<file path="config.mk">
export PLATFORM = sky130hd
export DESIGN_NAME = ctrl_decode_stage
export DESIGN_NICKNAME = d
export VERILOG_FILES = /design/src/rtl/ctrl_decode_stage.sv
export SDC_FILE = /design/constraint.sdc
export NUM_CORES = 1
export LEC_CHECK = 0
export ABC_AREA = 1
export BUFFER_PORTS_ARGS = -buffer_cell sky130_fd_sc_hd__buf_2
export CAP_MARGIN = 20
export CELL_PAD_IN_SITES_DETAIL_PLACEMENT = 0
export CELL_PAD_IN_SITES_GLOBAL_PLACEMENT = 1
export CORE_ASPECT_RATIO = 0.75
export CORE_UTILIZATION = 37
export CTS_CLUSTER_SIZE = 8
export DETAILED_ROUTE_END_ITERATION = 10
export GPL_TIMING_DRIVEN = 1
export PLACE_DENSITY_LB_ADDON = 0.2
export SLEW_MARGIN = 40
export SYNTH_ARGS = -nofsm -noshare
export SYNTH_HDL_FRONTEND = slang
export SYNTH_SLANG_ARGS = --single-unit
</file>
<file path="constraint.sdc">
create_clock -name clk -period 1.58 [get_ports clk]
set_input_delay 0.316 -clock clk [delete_from_list [all_inputs] [get_ports clk]]
set_output_delay 0.316 -clock clk [all_outputs]
set_load 0.1 [all_outputs]
</file>
<file path="src/rtl/ctrl_decode_stage.sv">
// ============================================================================
// Module   : ctrl_decode_stage
// Purpose  : Registered, handshaked control decode stage between fetch and
//            execute. Decodes one 4-bit opcode per accepted beat into a
//            control word, holds it in an output register, squashes a
//            programmable number of beats after a jump, halts after
//            end-of-program and counts retired non-NOP instructions.
// Revision : 1.0 - initial release
// ----------------------------------------------------------------------------
// Parameters
//   FLUSH_DEPTH : beats discarded after an accepted jump (0 = no squash)
//   CNT_W       : retired-instruction counter width
//   RADDR_W     : register address width (load-use hazard option only)
// Ports
//   clk, rst_n               : clock, asynchronous active-low reset
//   i_in_valid / o_in_ready  : fetch-side handshake
//   i_op, i_ctrl, i_re_config: opcode, dual/immediate qualifier, write config
//   i_in_rs1/i_in_rs2/i_in_rd: source / destination register addresses
//   o_out_valid / i_out_ready: execute-side handshake
//   o_jmp, o_eop, o_ctrl_sel, o_mem_wr, o_wr_bk_sel, o_reg_wr, o_alu_sel,
//   o_dir_val                : registered control word
//   o_flush                  : high while squashing after a jump
//   o_halted                 : high once the EOP word has left the stage
//   o_retired_cnt            : retired non-NOP instruction count (wraps)
// Build option
//   CU_LOAD_USE_STALL_EN : when defined, stall one cycle on a load-use
//                          dependency between the held load and the
//                          incoming instruction.
// ============================================================================
`default_nettype none

module ctrl_decode_stage #(
  parameter int FLUSH_DEPTH = 2,
  parameter int CNT_W       = 16,
  parameter int RADDR_W     = 3
) (
  input  logic               clk,
  input  logic               rst_n,
  input  logic               i_in_valid,
  output logic               o_in_ready,
  input  logic [3:0]         i_op,
  input  logic               i_ctrl,
  input  logic [1:0]         i_re_config,
  input  logic [RADDR_W-1:0] i_in_rs1,
  input  logic [RADDR_W-1:0] i_in_rs2,
  input  logic [RADDR_W-1:0] i_in_rd,
  output logic               o_out_valid,
  input  logic               i_out_ready,
  output logic               o_jmp,
  output logic               o_eop,
  output logic               o_ctrl_sel,
  output logic               o_mem_wr,
  output logic               o_wr_bk_sel,
  output logic [1:0]         o_reg_wr,
  output logic [3:0]         o_alu_sel,
  output logic [1:0]         o_dir_val,
  output logic               o_flush,
  output logic               o_halted,
  output logic [CNT_W-1:0]   o_retired_cnt
);

  localparam logic [1:0] S_RUN   = 2'd0;
  localparam logic [1:0] S_FLUSH = 2'd1;
  localparam logic [1:0] S_HALT  = 2'd2;

  localparam int              SQ_W    = (FLUSH_DEPTH < 1) ? 1 : $clog2(FLUSH_DEPTH + 1);
  localparam logic [SQ_W-1:0] SQ_INIT = SQ_W'(FLUSH_DEPTH);
  localparam logic [SQ_W-1:0] SQ_ONE  = SQ_W'(1);
  localparam bit              SQ_EN   = (FLUSH_DEPTH != 0);

  // --------------------------------------------------------------------------
  // Opcode decode
  // --------------------------------------------------------------------------
  logic w_is_move, w_is_imm, w_is_load, w_is_store;
  logic w_is_shift, w_is_jump, w_is_nop, w_is_eop, w_no_wr;
  logic [1:0] w_reg_wr;
  logic [3:0] w_alu_sel;
  logic [1:0] w_dir_val;

  assign w_is_move  = (i_op == 4'b1000);
  assign w_is_imm   = (i_op == 4'b1001);
  assign w_is_load  = (i_op == 4'b1010);
  assign w_is_store = (i_op == 4'b1011);
  assign w_is_shift = (i_op == 4'b1100);
  assign w_is_jump  = (i_op == 4'b1101);
  assign w_is_nop   = (i_op == 4'b1110);
  assign w_is_eop   = (i_op == 4'b1111);

  // Opcodes that never write the register file override the write config.
  assign w_no_wr   = w_is_store | w_is_jump | w_is_nop | w_is_eop;
  assign w_reg_wr  = (i_re_config | {2{w_is_move}}) & ~{2{w_no_wr}};
  assign w_alu_sel = w_is_nop ? 4'b0110 : i_op;
  assign w_dir_val = {w_is_imm & i_ctrl, w_is_shift};

  // --------------------------------------------------------------------------
  // Output-register state
  // --------------------------------------------------------------------------
  logic             r_out_valid;
  logic             r_jmp, r_eop, r_ctrl_sel, r_mem_wr, r_wr_bk_sel;
  logic [1:0]       r_reg_wr;
  logic [3:0]       r_alu_sel;
  logic [1:0]       r_dir_val;
  logic             r_is_nop;
  logic             r_halted;
  logic [CNT_W-1:0] r_retired_cnt;

  logic [1:0]      r_state, w_state_nxt;
  logic [SQ_W-1:0] r_sq, w_sq_nxt;

  logic w_hazard, w_accept, w_load, w_out_hs;

  assign w_accept = i_in_valid & o_in_ready;
  assign w_load   = w_accept & (r_state == S_RUN);
  assign w_out_hs = r_out_valid & i_out_ready;

  // --------------------------------------------------------------------------
  // Load-use hazard
  // --------------------------------------------------------------------------
`ifdef CU_LOAD_USE_STALL_EN
  logic [RADDR_W-1:0] r_rd;

  always_ff @(posedge clk or negedge rst_n) begin
    if (!rst_n) begin
      r_rd <= '0;
    end else if (w_load) begin
      r_rd <= i_in_rd;
    end
  end

  // The held load's result is not yet available; holding off for the one
  // cycle it takes the load to drain breaks the dependency.
  assign w_hazard = r_out_valid & r_wr_bk_sel & (r_reg_wr != 2'b00) &
                    ((r_rd == i_in_rs1) | (r_rd == i_in_rs2));
`else
  logic w_unused_regs;
  assign w_unused_regs = ^{i_in_rs1, i_in_rs2, i_in_rd};
  assign w_hazard      = 1'b0;
`endif

  // --------------------------------------------------------------------------
  // FSM: state register
  // --------------------------------------------------------------------------
  always_ff @(posedge clk or negedge rst_n) begin
    if (!rst_n) begin
      r_state <= S_RUN;
      r_sq    <= '0;
    end else begin
      r_state <= w_state_nxt;
      r_sq    <= w_sq_nxt;
    end
  end

  // --------------------------------------------------------------------------
  // FSM: next-state logic
  // --------------------------------------------------------------------------
  always_comb begin
    w_state_nxt = r_state;
    w_sq_nxt    = r_sq;
    case (r_state)
      S_RUN: begin
        if (w_accept) begin
          if (w_is_jump && SQ_EN) begin
            w_state_nxt = S_FLUSH;
            w_sq_nxt    = SQ_INIT;
          end else if (w_is_eop) begin
            w_state_nxt = S_HALT;
          end
        end
      end
      S_FLUSH: begin
        // Every accepted beat is squashed, jumps and EOPs included.
        if (w_accept) begin
          w_sq_nxt = r_sq - SQ_ONE;
          if (r_sq == SQ_ONE) begin
            w_state_nxt = S_RUN;
          end
        end
      end
      S_HALT: begin
        w_state_nxt = S_HALT;
      end
      default: begin
        w_state_nxt = S_RUN;
        w_sq_nxt    = '0;
      end
    endcase
  end

  // --------------------------------------------------------------------------
  // FSM: output logic
  // --------------------------------------------------------------------------
  always_comb begin
    o_in_ready = 1'b0;
    o_flush    = 1'b0;
    case (r_state)
      S_RUN:   o_in_ready = (~r_out_valid | i_out_ready) & ~w_hazard;
      S_FLUSH: begin
        o_in_ready = 1'b1;
        o_flush    = 1'b1;
      end
      default: o_in_ready = 1'b0;
    endcase
  end

  // --------------------------------------------------------------------------
  // Output register: reload wins over drain so back-to-back beats keep
  // out_valid asserted.
  // --------------------------------------------------------------------------
  always_ff @(posedge clk or negedge rst_n) begin
    if (!rst_n) begin
      r_out_valid <= 1'b0;
      r_jmp       <= 1'b0;
      r_eop       <= 1'b0;
      r_ctrl_sel  <= 1'b0;
      r_mem_wr    <= 1'b0;
      r_wr_bk_sel <= 1'b0;
      r_reg_wr    <= 2'b00;
      r_alu_sel   <= 4'b0000;
      r_dir_val   <= 2'b00;
      r_is_nop    <= 1'b0;
    end else if (w_load) begin
      r_out_valid <= 1'b1;
      r_jmp       <= w_is_jump;
      r_eop       <= w_is_eop;
      r_ctrl_sel  <= i_ctrl & ~w_is_nop;
      r_mem_wr    <= w_is_store;
      r_wr_bk_sel <= w_is_load;
      r_reg_wr    <= w_reg_wr;
      r_alu_sel   <= w_alu_sel;
      r_dir_val   <= w_dir_val;
      r_is_nop    <= w_is_nop;
    end else if (w_out_hs) begin
      r_out_valid <= 1'b0;
    end
  end

  // --------------------------------------------------------------------------
  // Retired counter and halt flag
  // --------------------------------------------------------------------------
  always_ff @(posedge clk or negedge rst_n) begin
    if (!rst_n) begin
      r_retired_cnt <= '0;
      r_halted      <= 1'b0;
    end else begin
      if (w_out_hs && !r_is_nop) begin
        r_retired_cnt <= r_retired_cnt + {{(CNT_W-1){1'b0}}, 1'b1};
      end
      // In HALT the only word that can still be held is the EOP itself.
      if (r_state == S_HALT && w_out_hs) begin
        r_halted <= 1'b1;
      end
    end
  end

  assign o_out_valid   = r_out_valid;
  assign o_jmp         = r_jmp;
  assign o_eop         = r_eop;
  assign o_ctrl_sel    = r_ctrl_sel;
  assign o_mem_wr      = r_mem_wr;
  assign o_wr_bk_sel   = r_wr_bk_sel;
  assign o_reg_wr      = r_reg_wr;
  assign o_alu_sel     = r_alu_sel;
  assign o_dir_val     = r_dir_val;
  assign o_halted      = r_halted;
  assign o_retired_cnt = r_retired_cnt;

endmodule

`default_nettype wire

</file>
[Word level (Yosys, flattened, before mapping)]
Cells that the tools add are included.
Storage, ports and cells
  flip-flop bits (word level): 36
  input bits: 20
  output and inout port bits: 33
  logic and storage cells: 69
Operators by class
  add/subtract/negate cells: 2
  equal/unequal tests: 16
  mux-type cells: 15
  bitwise gates (word level): 15
  reduce and logical (&&, ||, !) cells: 7
Operator list (number)
  equality test 4 bit, second input constant: 8
  adder 16 x 1 -> 16 bit, second input constant: 1
  two-way mux 2 bit: 8
  one-hot mux 2 bit (3 select lines): 2
  != test 2 bit, second input constant: 4
  AND reduction 4 bit: 2
  bitwise AND 1 bit: 5
  equality test 2 x 1 -> 1 bit, second input constant: 2
  two-way mux 4 bit: 1
  OR 1 bit: 4
  two-way mux 1 bit: 3
  != test 3 bit, second input constant: 1
  NOT 1 bit: 3
  bitwise AND 2 bit: 1
  equality test 2 bit, second input constant: 1
  logical AND 1 bit: 2
  logical NOT 2 bit: 1
  NOT 2 bit: 1
  OR 2 bit: 1
  one-hot mux 1 bit (2 select lines): 1
  nonzero test 2 bit: 1
  subtractor 2 x 1 -> 2 bit, second input constant: 1
  logical NOT 1 bit: 1

[Longest topological paths before layout]
  depth in word-level cells: 6
  mapped depth: 8
  depth with buffers taken out: 8

[Worst setup path before layout]
No wires, ideal clock.
  path type: register to output
  from: reg r_out_valid (netlist: o_out_valid)
  to: out o_in_ready
  data arrival time: 2.493 ns
  required time: 1.264 ns
  path slack: -1.229 ns
  stages on the path, launching flop included: 2
  buffers on the path: 0
  cells stage by stage: dfrtp_1 > a31oi_1
On the way
  longest elaborated chain between the ends: 3
RTL lines
  start, declared: RTL line 98  | logic r_out_valid;
  start signal, assigned: RTL line 211  | r_out_valid <= 1'b0;
  start signal, assigned: RTL line 222  | r_out_valid <= 1'b1;
  start signal, assigned: RTL line 233  | r_out_valid <= 1'b0;
  NOT 1 bit: RTL line 196  | S_RUN: o_in_ready = (~r_out_valid | i_out_ready) & ~w_hazard;
  OR 1 bit: RTL line 196
  one-hot mux 1 bit (2 select lines): RTL line 195  | case (r_state)
  end, declared: RTL line 40  | output logic o_in_ready,
Every way passes these cells.

[Worst setup path after layout]
  from: reg r_state[1]
  to: out o_in_ready
On the way
  longest elaborated chain between the ends: 2
  elaborated cells on any way between the ends: 3
RTL lines
  start, declared: RTL line 107  | logic [1:0] r_state, w_state_nxt;
  start signal, assigned: RTL line 148  | r_state <= w_state_nxt;
  equality test 2 x 1 -> 1 bit or logical NOT 2 bit (tied branches): RTL line 195
  one-hot mux 1 bit (2 select lines) (*): RTL line 195
Every way passes the cells marked *; elsewhere a longest branch is shown, timed or not.

==> flow_metrics.py <==
metrics = {
    "critical_path": {
        "end_kind": "output port",
        "path_max_fanout": 6,
        "endpoint": "o_in_ready",
        "reg2reg_to": "o_alu_sel[3]$_DFFE_PN0P_",
        "crit_required_ns": 1.26,
        "crit_type": "reg2out",
        "cp-startpoint": "r_state[1]$_DFFE_PN0P_",
        "r2r_start": "r_state[0]$_DFFE_PN0P_",
        "crit_arrival_ns": 1.20,
        "r2r_slack_ns": 0.15,
        "rr_worst_depth": 6,
        "critPathLaunchType": "flip-flop",
    },
    "final_layout": {
        "drive_gt1_share_pct": 34.5,
        "fillCellCount": 460,
        "diodes": 0,
        "syn_to_final_growth_pct": 27.9,
        "design_area_mm2": 0.00231,
        "fin_nets": 285,
    },
    "yosys": {
        "synth-edff-count": 0,
        "synth_cell_type_count": 28,
        "yosysSeqAreaShare_pct": 49.8,
        "synthesis.instances": 208,
        "avgSynthCellArea_um2": 8.70,
        "synth_top_area_share_pct": 49.8,
        "synth_common_cells": "63 x nand2_1, 36 x dfrtp_1, 25 x inv_1, 15 x nor2_1, 11 x nand3_1",
        "yosysTopAreaCell": "dfrtp_1",
        "synth_async_sr_flop_share_pct": 100,
        "ys.flop_type": "dfrtp_1",
        "synth_area_leaders": "dfrtp_1 50%, nand2_1 13%, inv_1 5.2%",
        "yosys_register_bits": 36,
        "ys_warn_count": 0,
        "yosysMostFrequentCell": "nand2_1",
        "syn_area_mm2": 0.00181,
        "syn-num-nets": 230,
    },
    "route": {
        "viasPerCell": 4.62,
        "route.detailed.drc": 0,
        "drt_iter0_drc": 26,
        "ant_nets": 0,
        "firstDrtPassIters": 4,
        "avgRoutedWirePerCell_um": 11.7,
        "via_count": 1483,
        "wl_um": 3750,
    },
    "sta": {
        "slew_headroom_pct": 67.0,
        "fmax_mhz": 660,
        "layout_min_cycle_time_ns": 1.51,
        "slew_violations": 0,
        "finalClockSkew_ns": 0.00489,
        "final.period_utilization_pct": 95.9,
        "hold_viol_final": 0,
        "setup_viol": 0,
        "hold_slack_ns": 0.247,
        "worst_pin_slew_ns": 0.498,
    },
    "clocking": {
        "clock_latency_ns": 0.29,
        "tritoncts": "yes",
        "cts.reportedPaths.clkPinSlew_ns": 0.07,
        "cts_root_buf": "clkbuf_8",
        "htreeDepth": 2,
        "clk_path_buf_depth": 2,
        "cts_buffers": 5,
        "cts.sinks": 36,
    },
    "hold_path": {
        "worstHoldPathType": "in2reg",
    },
    "die": {
        "initial_core_util_pct": 39.6,
        "core_area_mm2": 0.00457,
        "dieWidth_um": 82.7,
        "rows": 21,
        "ioPinCount": 53,
        "dieArea_mm2": 0.00518,
        "die_h_um": 62.6,
    },
    "power": {
        "power_density_mw_per_mm2": 2190,
        "p_leak_nw": 1.24,
        "ir_drop_uv": 1870,
    },
    "global_route": {
        "grt_pass1_wl_um": 6520,
        "grt.busiest_layer": "met1",
        "grt.overflow.total": 0,
        "antenna_found_initial": 0,
        "met3_usage_pct": 6.57,
        "grt_pass1_vias": 1384,
        "grtUsageMet2_pct": 23.0,
        "grtUsageMet1_pct": 24.6,
        "grt.total_usage_pct": 16.9,
        "grt_start_max_net_pins": 24,
    },
    "place": {
        "io_buffer_count": 43,
        "place.gp.congestion": 0.724,
        "dp_hpwl_um": 2830,
        "place_area_mm2": 0.00220,
    },
    "flow_run": {
        "maxCapViolCount": 0,
    },
    "status": {
        "outcome": "complete, no violations",
    },
}
==> kinds of logic after synthesis <==
kind of cell / Yosys count / share of synthesized area (%)
fa+ha+maj: 2 / 1.38
flops: 36 / 49.8
compound gates: 15 / 5.12
buf+inv: 29 / 6.85
xor+xnor: 11 / 5.74
simple gates: 115 / 31.1
==> what timing repair did <==
item / 4_1_cts / 5_1_grt
endpoints found under the hold margin: 15 / 0
endpoints found under the setup margin: 1 / 1
gates cloned: 0 / 0
hold buffers: 1 / 0
pin swaps: 0 / 1
gates resized for setup: 0 / 2
setup buffers: 1 / 0
==> placed cells by master, fill, tap and decap left out, drive strengths merged, types with 2 or more instances in the layout <==
master  count
o211ai      2
nand2      68
a21oi       2
xnor2       5
xor2        6
nor2       23
dfrtp      36
o31ai       2
clkbuf      8
nand4       8
nand3      14
buf        49
ha          2
inv        27
o21ai       7
==> per-layer routing <==
layer,up-vias,part of all wire (%),routed length (um)
met4,0,0.48,18
met2,29,40,1500
met3,2,5.4,202
met1,681,54,2040
met5,-,0,0
li1,771,-,-
==> power breakdown <==
group          switching, mW  leakage, nW  internal [mW]
registers              0.220        0.442           1.21
logic                   2.34        0.754          0.610
clock network          0.323       0.0455          0.356
total                   2.88         1.24           2.17
==> area by class of cell <==
class,instances,area (um^2),share of cell area [%]
Timing Repair Buffer,50,320,13.8
Tap cell,57,71.3,3.08
Clock buffer,8,90.1,3.89
Multi-Input combinational cell,143,807,34.9
Sequential cell,36,923,39.9
Inverter,27,101,4.38
==> per-stage QoR <==
step / setup WS, ns / TNS (ns) / instances / util [%] / total power [mW]
6_report: 0.0652 / 0 / 321 / 50.6 / 5.06
5_1_grt: -0.00118 / -0.00118 / 321 / 50.6 / 5.34
4_1_cts: 0.00848 / 0 / 321 / 50.4 / 5.09
3_5_place_dp: 0.233 / 0 / 311 / 48.1 / 4.37
3_3_place_gp: 0.239 / 0 / 311 / 48.1 / 4.36
2_1_floorplan: -0.0320 / -0.0320 / 208 / - / 3.81
==> worst min-delay path by stage <==
stage	startpoint	to	slack [ns]	depth (start not counted)
3_3_place_gp	rst_n	o_alu_sel[0]$_DFFE_PN0P_	0.27	1
4_1_cts	i_ctrl	o_ctrl_sel$_DFFE_PN0P_	0.23	3
2_1_floorplan	rst_n	o_alu_sel[0]$_DFFE_PN0P_	0.02	0
6_report	i_ctrl	o_ctrl_sel$_DFFE_PN0P_	0.25	3
5_1_grt	i_ctrl	o_ctrl_sel$_DFFE_PN0P_	0.25	3
3_5_place_dp	rst_n	o_alu_sel[0]$_DFFE_PN0P_	0.28	1
==> sequential cells by signal (all words and copies together) (netlist names) <==
name / flops
o_retired_cnt: 16
o_alu_sel: 4
o_dir_val: 2
o_reg_wr: 2
r_sq: 2
r_state: 2
o_ctrl_sel: 1
o_eop: 1
o_halted: 1
o_jmp: 1
o_mem_wr: 1
o_out_valid: 1
o_wr_bk_sel: 1
r_is_nop: 1
==> worst max-delay path, cell delays in order (launching register included) <==
cell	delay (ns)
dfrtp_1	0.40
buf_6	0.15
a31oi_4	0.16
buf_12	0.19
No activity file was read; power rests on OpenSTA's default activity.
